$ cat config.mk
export PLATFORM = sky130hd
export DESIGN_NAME = direction_queue_input
export DESIGN_NICKNAME = d
export VERILOG_FILES = /design/src/rtl/dir_pkg.sv /design/src/rtl/btn_debounce.sv /design/src/rtl/direction_queue_input.sv
export SDC_FILE = /design/constraint.sdc
export NUM_CORES = 1
export LEC_CHECK = 0
export CORE_ASPECT_RATIO = 0.5
export CORE_MARGIN = 2
export CORE_UTILIZATION = 61
export CTS_BUF_LIST = sky130_fd_sc_hd__clkbuf_8
export CTS_CLUSTER_SIZE = 20
export DETAILED_ROUTE_END_ITERATION = 8
export GPL_TIMING_DRIVEN = 0
export PLACE_DENSITY = 0.81
export SYNTH_ARGS = -nofsm -noshare
export SYNTH_HDL_FRONTEND = slang
export SYNTH_HIERARCHICAL = 1
export SYNTH_SLANG_ARGS = --single-unit
$ cat constraint.sdc
create_clock -name clk -period 3.5 [get_ports clk]
set_input_delay 1.05 -clock clk [delete_from_list [all_inputs] [get_ports clk]]
set_output_delay 1.05 -clock clk [all_outputs]
set_load 0.02 [all_outputs]
$ cat src/rtl/dir_pkg.sv
// Shared direction encodings and helpers for the
// direction queue input block.
package dir_pkg;

  localparam int DIR_MAXW = 32;

  localparam logic [3:0] DIR_UP    = 4'b1000;
  localparam logic [3:0] DIR_DOWN  = 4'b0100;
  localparam logic [3:0] DIR_LEFT  = 4'b0010;
  localparam logic [3:0] DIR_RIGHT = 4'b0001;

  // Opposite directions sit in bit pairs (2k+1, 2k).
  function automatic logic [DIR_MAXW-1:0] dir_reverse(
    input logic [DIR_MAXW-1:0] v
  );
    logic [DIR_MAXW-1:0] r;
    r = '0;
    for (int k = 0; k < DIR_MAXW / 2; k++) begin
      r[2*k]   = v[2*k+1];
      r[2*k+1] = v[2*k];
    end
    return r;
  endfunction

endpackage

$ cat src/rtl/btn_debounce.sv
// Per-button synchroniser, stability counter and
// registered press detector.
module btn_debounce #(
  parameter int DEBOUNCE_CYCLES = 16
) (
  input  logic clk,
  input  logic rst,
  input  logic raw_in,
  output logic level_out,
  output logic rise_pulse
);

  localparam int CW = $clog2(DEBOUNCE_CYCLES + 1);
  localparam logic [CW-1:0] LAST = CW'(DEBOUNCE_CYCLES - 1);

  logic          sync1;
  logic          sync2;
  logic          warm1;
  logic          warm2;
  logic          armed;
  logic [CW-1:0] cnt;
  logic          flip;

  assign flip = (sync2 != level_out) && (cnt == LAST);

  // armed stays low until a released level is seen after
  // reset, so a button held through reset never fires.
  always_ff @(posedge clk) begin
    if (rst) begin
      sync1      <= 1'b0;
      sync2      <= 1'b0;
      warm1      <= 1'b0;
      warm2      <= 1'b0;
      armed      <= 1'b0;
      cnt        <= '0;
      level_out  <= 1'b0;
      rise_pulse <= 1'b0;
    end else begin
      sync1 <= raw_in;
      sync2 <= sync1;
      warm1 <= 1'b1;
      warm2 <= warm1;
      if (warm2 && !sync2) armed <= 1'b1;
      if (sync2 == level_out) begin
        cnt <= '0;
      end else if (flip) begin
        cnt       <= '0;
        level_out <= sync2;
      end else begin
        cnt <= cnt + 1'b1;
      end
      rise_pulse <= flip && sync2 && armed;
    end
  end

endmodule

$ cat src/rtl/direction_queue_input.sv
// Debounced direction buttons feeding a small turn FIFO
// that the game tick drains one entry per step.
module direction_queue_input
  import dir_pkg::*;
#(
  parameter int N_BTN           = 4,
  parameter int DEBOUNCE_CYCLES = 16,
  parameter int QUEUE_DEPTH     = 2,
  parameter logic [N_BTN-1:0] INIT_DIR = N_BTN'(DIR_RIGHT)
) (
  input  logic                           clk,
  input  logic                           rst,
  input  logic [N_BTN-1:0]               btn,
  input  logic                           tick,
  output logic [N_BTN-1:0]               direction,
  output logic [$clog2(QUEUE_DEPTH+1)-1:0] pending,
  output logic                           accepted,
  output logic                           rejected,
  output logic                           overflow
);

  localparam int PW = $clog2(QUEUE_DEPTH + 1);
  localparam int AW = (QUEUE_DEPTH > 1) ?
                      $clog2(QUEUE_DEPTH) : 1;
  localparam logic [AW-1:0] PTR_LAST = AW'(QUEUE_DEPTH - 1);
  localparam logic [PW-1:0] FULL_CNT = PW'(QUEUE_DEPTH);

  logic [N_BTN-1:0]    level;
  logic [N_BTN-1:0]    rise;
  logic [N_BTN-1:0]    press;
  logic [N_BTN-1:0]    cand;
  logic [N_BTN-1:0]    mem [QUEUE_DEPTH];
  logic [AW-1:0]       rd_ptr;
  logic [AW-1:0]       wr_ptr;
  logic [AW-1:0]       tail_ptr;
  logic [N_BTN-1:0]    refd;
  logic [DIR_MAXW-1:0] rev;
  logic                hit;
  logic                bad;
  logic                full;
  logic                pop;
  logic                push;

  function automatic logic [AW-1:0] ptr_inc(
    input logic [AW-1:0] p
  );
    return (p == PTR_LAST) ? '0 : p + 1'b1;
  endfunction

  for (genvar i = 0; i < N_BTN; i++) begin : g_btn
    btn_debounce #(
      .DEBOUNCE_CYCLES(DEBOUNCE_CYCLES)
    ) u_db (
      .clk       (clk),
      .rst       (rst),
      .raw_in    (btn[i]),
      .level_out (level[i]),
      .rise_pulse(rise[i])
    );
  end

  assign press = rise & level;

  // Ascending scan: the highest set index is written last.
  always_comb begin
    cand = '0;
    for (int i = 0; i < N_BTN; i++) begin
      if (press[i]) begin
        cand    = '0;
        cand[i] = 1'b1;
      end
    end
  end

  assign tail_ptr = (wr_ptr == '0) ? PTR_LAST
                                   : wr_ptr - 1'b1;
  assign refd = (pending != '0) ? mem[tail_ptr] : direction;
  assign rev  = dir_reverse(DIR_MAXW'(refd));
  assign hit  = |press;
  assign bad  = (cand == refd) ||
                (DIR_MAXW'(cand) == rev);
  assign full = (pending == FULL_CNT);
  assign pop  = tick && (pending != '0);
  assign push = hit && !bad && (!full || pop);

  always_ff @(posedge clk) begin
    if (push) mem[wr_ptr] <= cand;
  end

  always_ff @(posedge clk) begin
    if (rst) begin
      direction <= INIT_DIR;
      pending   <= '0;
      rd_ptr    <= '0;
      wr_ptr    <= '0;
      accepted  <= 1'b0;
      rejected  <= 1'b0;
      overflow  <= 1'b0;
    end else begin
      accepted <= push;
      rejected <= hit && bad;
      overflow <= hit && !bad && full && !pop;
      if (push) wr_ptr <= ptr_inc(wr_ptr);
      if (pop) begin
        direction <= mem[rd_ptr];
        rd_ptr    <= ptr_inc(rd_ptr);
      end
      if (push && !pop) begin
        pending <= pending + 1'b1;
      end else if (pop && !push) begin
        pending <= pending - 1'b1;
      end
    end
  end

endmodule

==> results by stage <==
Critical path:
- The endpoint class of the critical path is a flop.
- The highest fanout seen on the critical path is 6.
- The worst setup path is of the reg2reg kind.
- The worst endpoint required time is 3.77 ns.
- The worst setup path is launched from a flop.
- The setup slack of the most critical reg-to-reg path is 0.56 ns.
- The arrival time at the worst endpoint is 3.21 ns.

CTS:
- After clock tree synthesis, the clock-pin slew on the worst setup and hold paths is 0.08 ns.
- CTS saw 67 sinks.
- The number of hold-repair buffers added at the cts stage is 0.
- In this run the number of H-tree levels came out at 3.
- The total setup buffers inserted after CTS is 0.
- TritonCTS built the clock tree.
- The total CTS buffers is 9.
- The later pin in the worst-skew pair is clocked with a latency of 0.34 ns.
- The post-cts repair resize count is 0.
- The master cell of the clock root buffer is sky130_fd_sc_hd__clkbuf_8.
- The maximum buffer depth of the clock tree is 2.

STA:
- The final period utilization is 83.9%.
- Setup total negative slack on the finished layout was measured at 0 ns.
- Setup repair after global routing left no endpoint under its margin.
- At the pin with the least slew margin, the transition time is 1.18 ns.
- Between clock sinks in the finished design, the worst skew comes to 0.00570 ns.
- The number of hold violations in the final report came to 0.
- The final period demand of the worst path is 2.94 ns.
- The final-layout worst hold slack is 0.439 ns.
- The maximum clock rate is 341 MHz.
- The normalized max-slew margin is 21.3%.
- Setup violations remaining at the end of the flow were counted as 0.
- The final count of pins violating max slew is 0.

Global route:
- For this run the aggregate overflow at the end of global routing stands at 0.
- The via count of the first global-routing pass came to 1809.
- For this run, the total global-route usage over all layers was measured as 20.9%.
- The number of antenna violations at the first check in global routing is 0.
- Entering global routing, the biggest net connects 35 pins.
- The first-pass GRT wire length is 7890 um.

Yosys:
- The multiplexer fraction of the synthesized cell area is 4.09%.
- The most instantiated flip-flop cell in the synthesis netlist is sky130_fd_sc_hd__dfxtp_1.
- The cell type contributing the most total cell area after synthesis is sky130_fd_sc_hd__dfxtp_1.
- In this run the mean area of a mapped cell was 10.4 um2.
- The total of warnings raised by yosys is 6.
- The adder and majority gate portion of the synthesized area is 4.14%.
- After synthesis, the cell types taking the most area are sky130_fd_sc_hd__dfxtp_1 43%, sky130_fd_sc_hd__edfxtp_1 8.8%, sky130_fd_sc_hd__nor2_1 5.4%.
- The post-synth net total is 278.
- The compound-gate portion of the synthesized area is 9.65%.
- The area share of the leading cell type in the synthesized netlist is 43.4%.
- The cell area that synthesis handed to floorplanning was 2720 um2.
- Ranked by instance count, the synthesized netlist is headed by 59 x sky130_fd_sc_hd__dfxtp_1, 39 x sky130_fd_sc_hd__nor2_1, 20 x sky130_fd_sc_hd__inv_1.
- The post-synthesis instance total is 262.
- The distinct cell type count after synthesis is 45.
- The xor and xnor area share after synthesis is 5.47%.
- The count of flip-flops with a built-in enable after synthesis is 8.
- Sequential elements use 52.2% of the synthesized area.
- Counting flops with an async set or reset pin after synthesis yields a share of 0%.
- The cell with the most instances after synthesis is sky130_fd_sc_hd__dfxtp_1.
- In this run, synthesis produced a sequential element count of 67.
- The simple logic cell fraction of the synthesized area is 20.4%.
- The main combinational cell family by area after synthesis is simple AND/OR/NAND/NOR gates.

Placed design:
- Detailed placement finished with a half-perimeter wire length of 3310 um.
- The number of port buffers is 15.
- The cell area after placement is 2940 um2.
- The congestion estimate from routability-driven global placement came to 0.784.

Detailed routing:
- The initial detailed-routing violation count is 42.
- For this block, the routed nets add up to 4740 um of wire.
- After detailed routing, the number of remaining DRC violations is 0.
- In the final routed layout, each cell accounts on average for 13.5 um.
- The number of iterations in the first detailed-routing pass is 6.
- After detailed routing, the number of vias per cell comes to 5.34.
- The routed layout has 1869 vias.
- The remaining antenna violation count after routing is 0.

Power and ir drop:
- Summed over all cells, the static leakage comes to 1.13 nW.
- The clock network burns 44.3% of the power.
- The cell-internal power is 1.15 mW.
- Summed over all nets, the switching power comes to 0.337 mW.
- The switching part of the total is 22.8%.
- Across the VDD grid, the largest voltage drop is 0.000471 V.
- The fraction of power consumed by sequential logic is 53.5%.
- The cell area power density is 471 nW/um2.
- Summing internal, switching and leakage power gives 1.48 mW.
- Per report_power, the combinational group accounts for 2.2% of the total.

Layout:
- The repair_antennas step left the layout with diodes totalling 0.
- The number of filler instances in the final layout is 339.
- The net count reported at finish is 304.
- The area growth from synthesis to layout is 15.8%.
- The multi-input combinational cells in the finished layout cover a total of 1190 um2.
- Summing all flip-flop and latch instances after layout gives 1420 um2.
- The share of post-route cells with drive strength above 1 is 11.3%.
- With fillers left out, the area of the finished cells amounts to 3150 um2.

Flow run:
- The number of maximum-capacitance constraint violations is 0.

Min path:
- In this run the worst hold path is classified as reg2reg.

Floorplanning:
- The total I/O pin count is 16.
- In this run the vertical extent of the chip is 51.2 um.
- The core area is 4340 um2.
- The die covers 5050 um2.
- The number of placement rows is 17.
- For this configuration, the core starts out at a cell density of 62.7%.
- From left edge to right edge, the die measures 98.5 um.

Status:
- The flow ran to the end, and the final reports show no timing, DRC or antenna violations.
## cell type report
type                    instances  area share [%]
clock inverters                 7            2.66
plain buffers                   7            1.11
clock buffers                   9            3.93
inverters                      20            2.38
well taps                      57            2.26
repair buffers                 15            4.76
multi-input cells             168            37.8
flip-flops and latches         67            45.1
## path summary, 6_finish.rpt
check,from,endpoint,cells past startpoint
worst max-delay path,g_btn[1].u_db/level_out$_SDFFE_PP0P_,pending[1]$_SDFFE_PP0P_,9
worst min register to register,g_btn[3].u_db/warm1$_DFF_P_,g_btn[3].u_db/warm2$_SDFF_PP0_,1
worst max register to register,g_btn[1].u_db/level_out$_SDFFE_PP0P_,pending[1]$_SDFFE_PP0P_,9
worst min-delay path,g_btn[3].u_db/warm1$_DFF_P_,g_btn[3].u_db/warm2$_SDFF_PP0_,1
## critical path, cell delays in order, from the launching register on
cell                        delay (ns)
sky130_fd_sc_hd__dfxtp_1          0.37
sky130_fd_sc_hd__a222oi_1         0.75
sky130_fd_sc_hd__o2111ai_1        0.21
sky130_fd_sc_hd__a211oi_1         0.29
sky130_fd_sc_hd__a32oi_2          0.18
sky130_fd_sc_hd__nand3b_2         0.18
sky130_fd_sc_hd__inv_1            0.06
sky130_fd_sc_hd__ha_1             0.31
sky130_fd_sc_hd__or3_1            0.37
sky130_fd_sc_hd__a21oi_1          0.14
## metal layers
layer	routed length, um	track usage, %	up-vias
met2	2270	36.2	32
li1	-	-	951
met4	92	9.36	0
met1	2200	23.7	875
met3	174	7.39	11
met5	0	0	-
## cell families (layout without fill, tap and decap cells)
logic type | after synthesis | count (layout)
and+or+nand+nor | 100 | 100
DFF | 67 | 67
AOI/OAI and AO/OA | 32 | 32
buffers and inverters | 27 | 58
xor gates and xnor gates | 17 | 17
muxes | 10 | 10
adders and majority gates | 9 | 9
## state kept, by name, summed over array words and instances (netlist names)
name	flops
g_btn.u_db/level_out	4
pending	2
wr_ptr	1
g_btn.u_db/warm1	4
g_btn.u_db/rise_pulse	4
rejected	1
direction	4
g_btn.u_db/warm2	4
accepted	1
g_btn.u_db/armed	4
g_btn.u_db/cnt	20
g_btn.u_db/sync2	4
overflow	1
mem	8
g_btn.u_db/sync1	4
rd_ptr	1
## power by group through the flow
stage / Clock (mW) / Combinational (mW) / Sequential (mW)
final: 0.657 / 0.0322 / 0.794
after global routing: 0.703 / 0.0366 / 0.795
after CTS: 0.672 / 0.0325 / 0.794
after detailed placement: 0 / 0.0320 / 0.812
after global placement: 0 / 0.0306 / 0.811
after floorplan: 0 / 0.0170 / 0.810
## placed cells by master (no fill, tap or decap), types with 2 or more instances in the layout
cell type,instances
sky130_fd_sc_hd__nor3_1,4
sky130_fd_sc_hd__a221o_1,2
sky130_fd_sc_hd__a211o_1,3
sky130_fd_sc_hd__nor4b_1,4
sky130_fd_sc_hd__clkbuf_8,9
sky130_fd_sc_hd__xor2_1,6
sky130_fd_sc_hd__a211oi_1,4
sky130_fd_sc_hd__nand2_1,8
sky130_fd_sc_hd__or3b_2,3
sky130_fd_sc_hd__o2111ai_1,3
sky130_fd_sc_hd__mux2i_1,7
sky130_fd_sc_hd__o21ai_0,3
sky130_fd_sc_hd__nor3b_1,2
sky130_fd_sc_hd__dfxtp_1,59
sky130_fd_sc_hd__edfxtp_1,8
sky130_fd_sc_hd__nand3_1,4
sky130_fd_sc_hd__or3_4,4
sky130_fd_sc_hd__inv_1,20
sky130_fd_sc_hd__or3_1,2
sky130_fd_sc_hd__and3_1,4
sky130_fd_sc_hd__clkbuf_1,5
sky130_fd_sc_hd__and2_1,3
sky130_fd_sc_hd__or2b_1,4
sky130_fd_sc_hd__xnor2_1,11
sky130_fd_sc_hd__inv_6,2
sky130_fd_sc_hd__clkdlybuf4s50_1,15
sky130_fd_sc_hd__nor2_1,39
sky130_fd_sc_hd__a21oi_1,9
sky130_fd_sc_hd__clkinv_4,2
sky130_fd_sc_hd__mux2_4,2
sky130_fd_sc_hd__nor2b_1,13
sky130_fd_sc_hd__ha_1,9
## through the flow
| step | util, % | std cells | setup WS (ns) |
|---|---|---|---|
| 6_report | 72.6 | 350 | 0.564 |
| 5_1_grt | 72.6 | 350 | 0.352 |
| 4_1_cts | 72.6 | 350 | 0.564 |
| 3_5_place_dp | 67.8 | 334 | 0.253 |
| 3_3_place_gp | 67.8 | 334 | 0.314 |
| 2_1_floorplan | - | 262 | 0.870 |
(Power assumes the default switching activity.)
